`src/rtl/oursring_req_arb.sv`:
```
// Round-robin arbiter sharing one ring station port among N_REQ requesters.
// sd_info_t = {typ[1:0], addr[39:0], data[63:0]}; ST_ERR = 2'd3. Option: OURSRING_ARB_TIMEOUT_EN.
module oursring_req_arb #(
    parameter int N_REQ          = 4,
    parameter int TIMEOUT_CYCLES = 1024
) (
    input  logic                           clk,
    input  logic                           rstn,
    input  logic [N_REQ-1:0]               req_valid,
    output logic [N_REQ-1:0]               req_ready,
    input  logic [N_REQ-1:0][105:0]        req_info,
    output logic [N_REQ-1:0]               rsp_valid,
    input  logic [N_REQ-1:0]               rsp_ready,
    output logic [105:0]                   rsp_info,
    output logic                           ring_req_valid,
    input  logic                           ring_req_ready,
    output logic [105:0]                   ring_req_info,
    input  logic                           ring_rsp_valid,
    output logic                           ring_rsp_ready,
    input  logic [105:0]                   ring_rsp_info,
    output logic                           busy,
    output logic [$clog2(N_REQ)-1:0]       owner,
    output logic                           stale_drop,
    output logic                           timeout_pulse
);
    localparam int IW = $clog2(N_REQ);
    localparam logic [1:0] ST_ERR = 2'd3;

    typedef enum logic [1:0] {IDLE, REQ_OUT, WAIT_RSP, RSP_OUT} state_t;

    state_t          r_state;
    logic [IW-1:0]   r_rr_ptr;
    logic [IW-1:0]   r_owner;
    logic [105:0]    r_txn_q;
    logic [105:0]    r_rsp_q;
    logic            r_stale;
    logic            w_hit;
    logic [IW-1:0]   w_gnt_idx;
    logic [N_REQ-1:0] w_one;

`ifdef OURSRING_ARB_TIMEOUT_EN
    localparam int TW = (TIMEOUT_CYCLES > 2) ? $clog2(TIMEOUT_CYCLES) : 1;
    localparam logic [TW-1:0] TMO_LAST = TW'(TIMEOUT_CYCLES - 1);
    logic [TW-1:0]   r_tmo_cnt;
    logic            r_tmo_pulse;
`endif

    assign w_one = {{(N_REQ-1){1'b0}}, 1'b1};

    // Scan downward so the nearest index after rr_ptr is the last one written.
    always_comb begin
        w_hit     = 1'b0;
        w_gnt_idx = '0;
        for (int i = N_REQ; i >= 1; i--) begin
            if (req_valid[IW'((int'(r_rr_ptr) + i) % N_REQ)]) begin
                w_hit     = 1'b1;
                w_gnt_idx = IW'((int'(r_rr_ptr) + i) % N_REQ);
            end
        end
    end

    assign req_ready      = (r_state == IDLE && w_hit) ? (w_one << w_gnt_idx) : '0;
    assign rsp_valid      = (r_state == RSP_OUT) ? (w_one << r_owner) : '0;
    assign rsp_info       = r_rsp_q;
    assign ring_req_valid = (r_state == REQ_OUT);
    assign ring_req_info  = r_txn_q;
    assign ring_rsp_ready = (r_state != RSP_OUT);
    assign busy           = (r_state != IDLE);
    assign owner          = r_owner;
    assign stale_drop     = r_stale;

`ifdef OURSRING_ARB_TIMEOUT_EN
    assign timeout_pulse  = r_tmo_pulse;
`else
    assign timeout_pulse  = 1'b0;
`endif

    always_ff @(posedge clk or negedge rstn) begin
        if (!rstn) begin
            r_state     <= IDLE;
            r_rr_ptr    <= IW'(N_REQ - 1);
            r_owner     <= '0;
            r_txn_q     <= '0;
            r_rsp_q     <= '0;
            r_stale     <= 1'b0;
`ifdef OURSRING_ARB_TIMEOUT_EN
            r_tmo_cnt   <= '0;
            r_tmo_pulse <= 1'b0;
`endif
        end else begin
            r_stale <= ring_rsp_valid && (r_state == IDLE || r_state == REQ_OUT);
`ifdef OURSRING_ARB_TIMEOUT_EN
            r_tmo_pulse <= 1'b0;
`endif
            unique case (r_state)
                IDLE: begin
                    if (w_hit) begin
                        r_txn_q <= req_info[w_gnt_idx];
                        r_owner <= w_gnt_idx;
                        r_state <= REQ_OUT;
                    end
                end
                REQ_OUT: begin
                    if (ring_req_ready) begin
                        r_state   <= WAIT_RSP;
`ifdef OURSRING_ARB_TIMEOUT_EN
                        r_tmo_cnt <= '0;
`endif
                    end
                end
                WAIT_RSP: begin
                    if (ring_rsp_valid) begin
                        r_rsp_q <= ring_rsp_info;
                        r_state <= RSP_OUT;
                    end
`ifdef OURSRING_ARB_TIMEOUT_EN
                    else if (r_tmo_cnt == TMO_LAST) begin
                        r_rsp_q     <= {ST_ERR, r_txn_q[103:64], 64'h0};
                        r_tmo_pulse <= 1'b1;
                        r_state     <= RSP_OUT;
                    end else begin
                        r_tmo_cnt <= r_tmo_cnt + 1'b1;
                    end
`endif
                end
                RSP_OUT: begin
                    if (rsp_ready[r_owner]) begin
                        r_rr_ptr <= r_owner;
                        r_state  <= IDLE;
                    end
                end
                default: r_state <= IDLE;
            endcase
        end
    end
endmodule

```
`config.mk`:
```
export PLATFORM = sky130hd
export DESIGN_NAME = oursring_req_arb
export DESIGN_NICKNAME = d
export VERILOG_FILES = /design/src/rtl/oursring_req_arb.sv
export SDC_FILE = /design/constraint.sdc
export NUM_CORES = 1
export LEC_CHECK = 0
export ABC_AREA = 1
export BUFFER_PORTS_ARGS = -buffer_cell sky130_fd_sc_hd__buf_2
export CELL_PAD_IN_SITES_DETAIL_PLACEMENT = 2
export CELL_PAD_IN_SITES_GLOBAL_PLACEMENT = 2
export CORE_AREA = 2 2 302 304
export CTS_CLUSTER_SIZE = 30
export DETAILED_ROUTE_END_ITERATION = 6
export DIE_AREA = 0 0 304 306
export HOLD_SLACK_MARGIN = 0.08
export PLACE_DENSITY_LB_ADDON = 0.05
export SETUP_SLACK_MARGIN = 0.1
export SYNTH_ARGS = -nofsm -noshare
export SYNTH_HDL_FRONTEND = slang
export SYNTH_SLANG_ARGS = --single-unit
```
`constraint.sdc`:
```
create_clock -name clk -period 3.1 [get_ports clk]
set_input_delay 0.775 -clock clk [delete_from_list [all_inputs] [get_ports clk]]
set_output_delay 0.775 -clock clk [all_outputs]
set_load 0.01 [all_outputs]
```
Word level (Yosys, flattened, before mapping) --
Cells that the tools add are included.
Word-level totals: bits in registers 219, word-level logic and storage cells 66
Cells by class: add/sub/neg operators 4, order comparisons 6, eq/ne operators 8, shifts and indexed selects 2, multiplexer cells 31, reductions and logical operators 9
Operators with widths (number):
- 106-bit binary-select mux with 2-bit select | 1
- 106-bit two-way mux | 1
- 2-bit by 4-bit < comparator with 1-bit output (second input constant) | 4
- 2-bit two-way mux | 8
- 1-bit two-way mux | 13
- 1-bit binary-select mux with 2-bit select | 5
- 4-bit two-way mux | 2
- 2-bit one-hot mux with 4 select lines | 1
- 1-bit by 2-bit left shift with 4-bit output (first input constant) | 2
- 2-bit by 3-bit < comparator with 1-bit output (second input constant) | 2
- 2-bit != test (second input constant) | 3
- 2-bit AND reduction | 3
- 2-bit by 1-bit adder with 2-bit output (second input constant) | 2
- 2-bit adder (second input constant) | 2
- 2-bit equality test (second input constant) | 2
- 2-bit by 1-bit != test with 1-bit output (second input constant) | 2
- 4-bit AND reduction | 1
- 2-bit by 1-bit equality test with 1-bit output (second input constant) | 1
- 1-bit logical AND | 2
- 2-bit zero test | 1
- 2-bit nonzero test | 1
- 1-bit logical OR | 1

Longest topological paths before layout --
Gate-level depths: netlist (run 1).
depth after elaboration 10, depth in mapped cells 15, gate-level depth less buffers 14

Worst setup path after synthesis (run 1) --
No wires, ideal clock.
path kind in2out, start input port req_valid[3], end output port req_ready[0], arrival time 2.016 ns, setup slack 0.309 ns, stages 12, buffers on the path 2, cells stage by stage inv_1 o21ai_1 nand2_1 nand2_1 inv_2 nand2_2 nor2_4 nor2_8 inv_2 buf_4 buf_2 nor3_1
On the way: cells in the longest elaborated chain, start to end 9
Ends and longest elaborated chain:
- start: declaration | line 9 | input logic [N_REQ-1:0] req_valid,
- 1-bit binary-select mux with 2-bit select | line 55 | if (req_valid[IW'((int'(r_rr_ptr) + i) % N_REQ)]) begin
- 1-bit two-way mux (implied by the code) (2 in series) | line 55
- 2-bit two-way mux / 1-bit two-way mux (equally long branches) (4 in series) | line 55
- 1-bit by 2-bit left shift with 4-bit output / 1-bit logical AND (equally long branches) | line 62 | assign req_ready = (r_state == IDLE && w_hit) ? (w_one << w_gnt_idx) : '0;
- 4-bit two-way mux * | line 62
- end: declaration | line 10 | output logic [N_REQ-1:0] req_ready,
Every way passes the cells marked *; elsewhere a longest branch is shown, timed or not. The select of a mux whose other input is x is not followed.

Final worst setup path (run 1) --
start register r_rr_ptr[0], end output port req_ready[0]
On the way: cells in the longest elaborated chain, start to end 10
Ends and longest elaborated chain:
- start: declaration | line 32 | logic [IW-1:0] r_rr_ptr;
- start signal: assignment | line 81 | r_rr_ptr <= IW'(N_REQ - 1);
- start signal: assignment | line 128 | r_rr_ptr <= r_owner;
- 2-bit by 1-bit adder with 2-bit output | line 55, 57
- 1-bit binary-select mux with 2-bit select | line 55
- 1-bit two-way mux (implied by the code) (2 in series) | line 55
- 2-bit two-way mux / 1-bit two-way mux (equally long branches) (4 in series) | line 55
- 1-bit by 2-bit left shift with 4-bit output / 1-bit logical AND (equally long branches) | line 62
- 4-bit two-way mux * | line 62
Marked as above.

==> results.py, run 1 <==
metrics = {
    "outcome": {
        "status": "finished clean",
    },
    "detailed_routing": {
        "drt-initial-drc-count": 470,
        "ant_nets": 0,
        "wl_per_cell_um": 21.5,
        "avgViaCountPerCell": 4.00,
        "drt-total-wl_mm": 83.0,
        "route.detailed.drc": 0,
        "vias": 15400,
        "drt-pass1-iter-count": 4,
    },
    "cells_and_area": {
        "layoutNonFillerInstCount": 3859,
        "syn_to_final_growth_pct": 48.9,
        "finish.net_count": 3177,
        "layout-drive-gt1-share_pct": 38.7,
        "final_cell_area_sq_mm": 0.0202,
        "final_util_pct": 22.5,
    },
    "placement": {
        "dp_slack_ns": 0.103,
        "gp_congestion": 0.792,
        "hpwl_mm": 63.0,
        "dp_cells": 3750,
        "io_buffers": 767,
        "placed_area_sq_mm": 0.0187,
    },
    "logic_synthesis": {
        "synth_cells": 1897,
        "synth_compound_area_share_pct": 0.489,
        "yosysWarnings": 0,
        "synth_common_cells": "525 x nand2_1, 442 x nand3_1, 396 x inv_1",
        "async_flop_share_pct": 100,
        "yosys.area_share.simple_pct": 34.1,
        "synth-seq-cells": 219,
        "synth.distinct_cells": 28,
        "synth_top_family_by_area": "simple AND/OR/NAND/NOR gates",
        "synthAdderAreaFrac_pct": 0.461,
        "synth_area_sq_mm": 0.0136,
        "synth_edf_count": 0,
        "syn_nets": 2444,
        "avgSynthCellArea_sq_um": 7.15,
        "yosysTopAreaCell": "dfrtp_1",
        "synth_top_area_share_pct": 40.0,
        "yosys-mux-area-fraction_pct": 8.80,
        "synth.most_common_cell": "nand2_1",
        "synth_area_leaders": "dfrtp_1 40%, nand3_1 16%, nand2_1 15%, inv_1 11%, mux2_2 8.8%",
        "seq_area_frac_synth_pct": 40.4,
        "ys.flop_type": "dfrtp_1",
        "synth_xor_area_share_pct": 0,
    },
    "timing": {
        "holdWs_ns": 0.179,
        "setup_viol": 0,
        "post-route-min-period_ns": 3.06,
        "skew_ns": 0.0227,
        "slew_headroom_pct": 40.1,
        "fin_crit_sh_pct": 98.8,
        "max_slew.worst_pin.slew_ns": 0.899,
        "finalSetupTns_ns": 0,
        "finalMaxSlewViolations": 0,
        "rsz0062_at_grt": "true",
        "fin_ws_ns": 0.0372,
        "finalHoldViolations": 0,
        "fmax_mhz": 326,
    },
    "clock_network": {
        "clkLatencyLatePin_ns": 0.55,
        "clk_path_buf_depth": 3,
        "cts_buffers": 35,
        "holdBufCountCts": 0,
        "clockRootBuffer": "clkbuf_16",
        "cts_tree": "built",
        "htreeDepth": 2,
        "cts_sinks": 219,
        "clk_pin_slew_ns": 0.06,
    },
    "floorplan": {
        "num_io_pins": 769,
        "chipHeight_um": 306,
        "die_area_sq_mm": 0.0930,
        "die_w_um": 304,
        "num_rows": 110,
        "core_sq_mm": 0.0896,
        "start_util_pct": 15.1,
    },
    "worst_setup_path": {
        "path_buf_inv": 4,
        "cp_num_cells": 12,
        "critPathCapture": "req_ready[0]",
        "critical_path_required_ns": 2.32,
        "reg2reg_from": "r_rr_ptr[0]",
        "cp_common_cell": "nand2_2",
        "crit_arrival_ns": 2.29,
        "critPathMaxFanout": 7,
        "crit_type": "register to output port",
        "critPathLaunchType": "register",
        "max_stage_delay_ns": 0.64,
        "slowest_stage": "dfstp_2",
        "cp_top_family": "simple AND/OR/NAND/NOR gates",
        "path_cells": "buf_6 -> nand2_2 -> nand2_2 -> nand2_2 -> nand2_2 -> inv_4 -> nand2_4 -> nor2_4 -> nor2_8 -> inv_6 -> nor3_2 -> buf_4",
        "crit_start": "r_rr_ptr[0]",
        "rrSetupSlack_ns": 0.45,
        "r2r-end": "ring_req_info[57]",
        "cp-end-kind": "output port",
        "rr_worst_depth": 14,
    },
    "power": {
        "power_leakage_nw": 11.7,
        "power_density_mw_per_mm2": 1170,
        "peakVddDrop_v": 0.00111,
        "p_total_mw": 23.7,
    },
    "global_route": {
        "track_usage_pct": 17.4,
        "grt_max_degree": 121,
        "antenna_found_initial": 55,
        "grt_pass1_wl_mm": 120,
        "grt_pass1_vias": 17300,
        "grt-ovfl-total": 0,
    },
    "worst_hold_path": {
        "hp-class": "primary input to asynchronous set/reset pin",
    },
    "job": {
        "drv_cap": 0,
    },
}
-- logic make-up (layout without fill, tap and decap cells) --
group	Yosys count	count (layout)
simple gates	1036	1036
buf+inv	518	1277
flops	219	219
mux	106	106
compound gates	12	12
fa+ha+maj	5	5
other cells	1	28
-- cell type report --
class                      instances  area [sq um]
tap                             1176          1470
clock buffer                      49          1010
timing repair buffer             813          4370
clock inverter                    14           183
multi-input combinational       1160          6090
antenna                           27          67.6
fill                           10700         69400
sequential                       219          5480
inverter                         401          1520
-- report_power, final --
| part | internal, mW | total, mW | switching, mW | leakage (nW) |
|---|---|---|---|---|
| logic | 5.00 | 14.4 | 9.36 | 8.48 |
| registers | 4.37 | 5.15 | 0.779 | 2.63 |
| clock network | 2.54 | 4.18 | 1.64 | 0.593 |
| total | 11.9 | 23.7 | 11.8 | 11.7 |
-- layer usage --
metal	GRT usage, %	routed length, um	vias to the layer above
met5	0	249	-
met4	5.61	2230	40
met3	4.33	5000	136
met2	32.9	44500	439
met1	18.9	31100	7530
li1	-	-	7292
-- what timing repair did --
item	CTS	global route
setup endpoints to repair	4	4
buffers inserted	11	8
gates resized for setup	30	13
pin swaps	12	10
-- worst min path at each step --
stage                                  from           endpoint
after floorplan                        rstn           owner[0]
after global placement    ring_req_info[91]  ring_req_info[91]
after detailed placement  ring_req_info[78]  ring_req_info[78]
after CTS                              rstn       rsp_info[93]
after global routing                   rstn       rsp_info[96]
final                                  rstn       rsp_info[91]
-- state kept, by name (all words and copies together) (netlist names) --
signal         flops
r_state            2
ring_req_info    106
owner              2
stale_drop         1
rsp_info         106
r_rr_ptr           2
-- cell usage in the layout, fill, tap and decap left out, types with 3 or more instances in the layout --
cell / netlist / final
buf_2: 41 / 762
clkbuf_16: 0 / 35
nor3_1: 6 / 4
nand2_1: 525 / 505
o21ai_0: 5 / 5
nand2_2: 8 / 18
nand3_2: 1 / 3
bufinv_16: 0 / 3
clkbuf_8: 0 / 8
inv_1: 396 / 395
or2_1: 38 / 38
or2_2: 5 / 5
buf_12: 0 / 12
ha_1: 5 / 5
mux2_2: 106 / 106
dfrtp_1: 217 / 217
clkbuf_1: 25 / 6
nor2_1: 5 / 4
buf_4: 29 / 33
nand2_4: 0 / 10
inv_2: 5 / 3
a21oi_1: 4 / 4
clkinv_2: 0 / 8
diode_2: 0 / 27
or2_0: 3 / 3
nand3_1: 442 / 439
buf_6: 4 / 5
No activity file was read; power rests on OpenSTA's default activity.
==> run 2: changes to the inputs <==
--- a/config.mk
+++ b/config.mk
@@ -5,14 +5,13 @@
 export SDC_FILE = /design/constraint.sdc
 export NUM_CORES = 1
 export LEC_CHECK = 0
-export ABC_AREA = 1
 export BUFFER_PORTS_ARGS = -buffer_cell sky130_fd_sc_hd__buf_2
 export CELL_PAD_IN_SITES_DETAIL_PLACEMENT = 2
 export CELL_PAD_IN_SITES_GLOBAL_PLACEMENT = 2
-export CORE_AREA = 2 2 302 304
+export CORE_AREA = 2 2 303 305
 export CTS_CLUSTER_SIZE = 30
 export DETAILED_ROUTE_END_ITERATION = 6
-export DIE_AREA = 0 0 304 306
+export DIE_AREA = 0 0 305 307
 export HOLD_SLACK_MARGIN = 0.08
 export PLACE_DENSITY_LB_ADDON = 0.05
 export SETUP_SLACK_MARGIN = 0.1
==> constraint.sdc (replaced) <==
create_clock -name clk -period 3.8 [get_ports clk]
set_input_delay 0.95 -clock clk [delete_from_list [all_inputs] [get_ports clk]]
set_output_delay 0.95 -clock clk [all_outputs]
set_load 0.01 [all_outputs]
==> run 2 against run 1 <==
  * Final area down 14%
  * Critical path type unchanged
  * Sequential power down 19%
  * Register-to-register slack better by 0.71 ns
  * Setup slack better by 0.66 ns
==> results.py, run 2 <==
metrics = {
    "clock_network": {
        "clk_pin_slew_ns": 0.06,
        "htreeDepth": 2,
        "holdBufCountCts": 0,
        "cts_tree": "built",
        "cts.repair.resized": 0,
        "clk_path_buf_depth": 3,
        "clkLatencyLatePin_ns": 0.54,
        "cts_buffers": 35,
        "cts_sinks": 219,
        "post_cts_buffers": 0,
        "clockRootBuffer": "clkbuf_16",
    },
    "worst_hold_path": {
        "hp-class": "primary input to asynchronous set/reset pin",
    },
    "power": {
        "p_clk_share_pct": 22.6,
        "power_density_mw_per_mm2": 802,
        "peakVddDrop_v": 0.000276,
        "power_leakage_nw": 8.74,
        "p_switching_mw": 5.65,
        "internal_power_mw": 8.29,
        "swShare_pct": 40.5,
        "seqPwrFrac_pct": 30.1,
        "pwr-share-comb_pct": 47.3,
    },
    "floorplan": {
        "start_util_pct": 12.2,
        "num_rows": 111,
        "die_w_um": 305,
        "chipHeight_um": 307,
        "die_area_sq_mm": 0.0936,
        "core_sq_mm": 0.0907,
        "num_io_pins": 769,
    },
    "global_route": {
        "grt_pass1_vias": 12400,
        "grt_max_degree": 108,
        "grt_pass1_wl_mm": 97.7,
        "antenna_found_initial": 68,
        "grt-ovfl-total": 0,
        "track_usage_pct": 14.6,
    },
    "timing": {
        "fin_crit_sh_pct": 81.7,
        "finalMaxSlewViolations": 0,
        "setup_viol": 0,
        "max_slew.worst_pin.slew_ns": 0.800,
        "skew_ns": 0.0209,
        "finalHoldViolations": 0,
        "post-route-min-period_ns": 3.10,
        "fmax_mhz": 322,
        "rsz0062_at_grt": "false",
        "slew_headroom_pct": 46.7,
        "fin_ws_ns": 0.695,
        "finalSetupTns_ns": 0,
    },
    "cells_and_area": {
        "layoutNonFillerInstCount": 2869,
        "layout-drive-gt1-share_pct": 58.1,
        "layout_common_cells": "766 x buf_2, 217 x dfrtp_1, 213 x mux2i_1",
        "fillerInstances": 10400,
        "mostFrequentLayoutCell": "buf_2",
        "final_cell_area_sq_mm": 0.0174,
        "finish.net_count": 2189,
        "syn_to_final_growth_pct": 57.1,
    },
    "detailed_routing": {
        "drt-pass1-iter-count": 4,
        "vias": 10900,
        "drt-initial-drc-count": 331,
        "drt-total-wl_mm": 70.2,
        "avgViaCountPerCell": 3.80,
        "route.detailed.drc": 0,
        "ant_nets": 0,
        "wl_per_cell_um": 24.5,
    },
    "outcome": {
        "status": "finished clean",
    },
    "worst_setup_path": {
        "max_stage_delay_ns": 0.42,
        "cp-end-kind": "output port",
        "path_cells": "inv_1 -> ha_1 -> inv_1 -> nor2_2 -> nand2b_4 -> nor2_1 -> buf_2",
        "slowest_stage": "dfrtp_1",
        "critPathMaxFanout": 4,
        "crit_start": "r_state[0]",
        "critPathLaunchType": "register",
        "crit_type": "register to output port",
        "rr_worst_depth": 8,
        "cp_common_cell": "inv_1",
        "critical_path_required_ns": 2.85,
        "reg2reg_from": "r_rr_ptr[1]",
        "crit_arrival_ns": 2.15,
    },
    "logic_synthesis": {
        "synth_edf_count": 0,
        "async_flop_share_pct": 100,
        "syn_nets": 1424,
        "synth.most_common_cell": "dfrtp_1",
        "ys.flop_type": "dfrtp_1",
        "synth_top_area_share_pct": 49.1,
        "seq_area_frac_synth_pct": 49.5,
        "yosysTopAreaCell": "dfrtp_1",
        "synth_common_cells": "217 x dfrtp_1, 213 x mux2i_1, 113 x nand2_1",
        "synth.distinct_cells": 37,
        "synth_cells": 877,
        "yosysWarnings": 0,
        "synth_area_leaders": "dfrtp_1 49%, mux2i_1 19%, mux2_2 11%, o221ai_1 8.4%, nand2_1 3.8%",
        "synth-seq-cells": 219,
        "avgSynthCellArea_sq_um": 12.6,
        "synth_area_sq_mm": 0.0111,
    },
    "placement": {
        "gp_congestion": 0.764,
        "dp_cells": 2791,
        "placed_area_sq_mm": 0.0163,
        "io_buffers": 767,
        "hpwl_mm": 55.1,
        "dp_slack_ns": 0.716,
    },
    "job": {
        "drv_cap": 0,
    },
}
==> run 2: cell count changes after synthesis, sizes merged, moves of 5 or more <==
cell,previous run,this run
nand3,443,0
inv,401,8
mux2i,0,213
nand2,533,114
nor3,6,1
buf,92,38
clkbuf,25,33
o221ai,1,106
or2,46,0
==> run 2: metal layers <==
layer  part of all wire (%)  routed length, um  GRT usage, %  vias to the layer above
met5                   0.63                440             0                        -
met4                    2.1               1470          3.13                       70
met3                     10               7150          7.08                      154
met2                     51              35700          26.1                      498
met1                     36              25400          15.4                     5349
li1                       -                  -             -                     4833
==> run 2: final timing paths <==
kind | end | slack, ns
worst max-delay path | req_ready[1] | 0.70
max in group asynchronous | r_rr_ptr[1] | 2.61
worst min-delay path | ring_req_info[90] | 0.39
min in group clk | ring_req_info[59] | 0.48
worst max register to register | ring_req_info[93] | 1.16
worst min register to register | ring_req_info[59] | 0.48
==> run 2: area by class of cell <==
type	count	area, sq um	share of cell area (%)
antenna	19	47.5	0.273
clock buffer	51	986	5.67
multi-input combinational	579	5030	28.9
tap	1186	1480	8.54
inverter	8	30.0	0.173
clock inverter	8	90.1	0.518
sequential	219	5480	31.5
timing repair buffer	799	4240	24.4
==> run 2: cells by family (layout without fill, tap and decap cells) <==
| kind of cell | after synthesis | after routing | share of synthesized area (%) |
|---|---|---|---|
| other | 1 | 20 | 0.0339 |
| AOI/OAI and AO/OA | 118 | 118 | 9.18 |
| adders and majority gates | 5 | 5 | 0.565 |
| and+or+nand+nor | 132 | 132 | 4.87 |
| muxes | 323 | 323 | 30.6 |
| buffers and inverters | 79 | 866 | 5.24 |
| DFF | 219 | 219 | 49.5 |
==> run 2: power groups by stage <==
stage | Combinational [mW] | Clock, mW | Sequential (mW)
4_1_cts | 6.89 | 3.34 | 4.23
3_3_place_gp | 6.81 | 0 | 4.21
2_1_floorplan | 3.31 | 0 | 4.68
3_5_place_dp | 6.89 | 0 | 4.24
6_report | 6.60 | 3.16 | 4.19
5_1_grt | 7.28 | 3.41 | 4.39
==> run 2: worst max-delay path: cells and delay by family (launching register included) <==
family        cells  cell delay [ns]
fa+ha+maj         1             0.31
simple gates      3             0.49
buf+inv           3             0.39
flops             1             0.42
==> run 2: per-stage QoR <==
stage | power, mW | hold slack, ns | utilization (%)
3_5_place_dp | 11.1 | 0.477 | 17.9
2_1_floorplan | 7.99 | 0.512 | -
5_1_grt | 15.1 | 0.398 | 19.1
4_1_cts | 14.5 | 0.393 | 19.1
6_report | 13.9 | 0.394 | 19.2
3_3_place_gp | 11.0 | 0.463 | 17.9
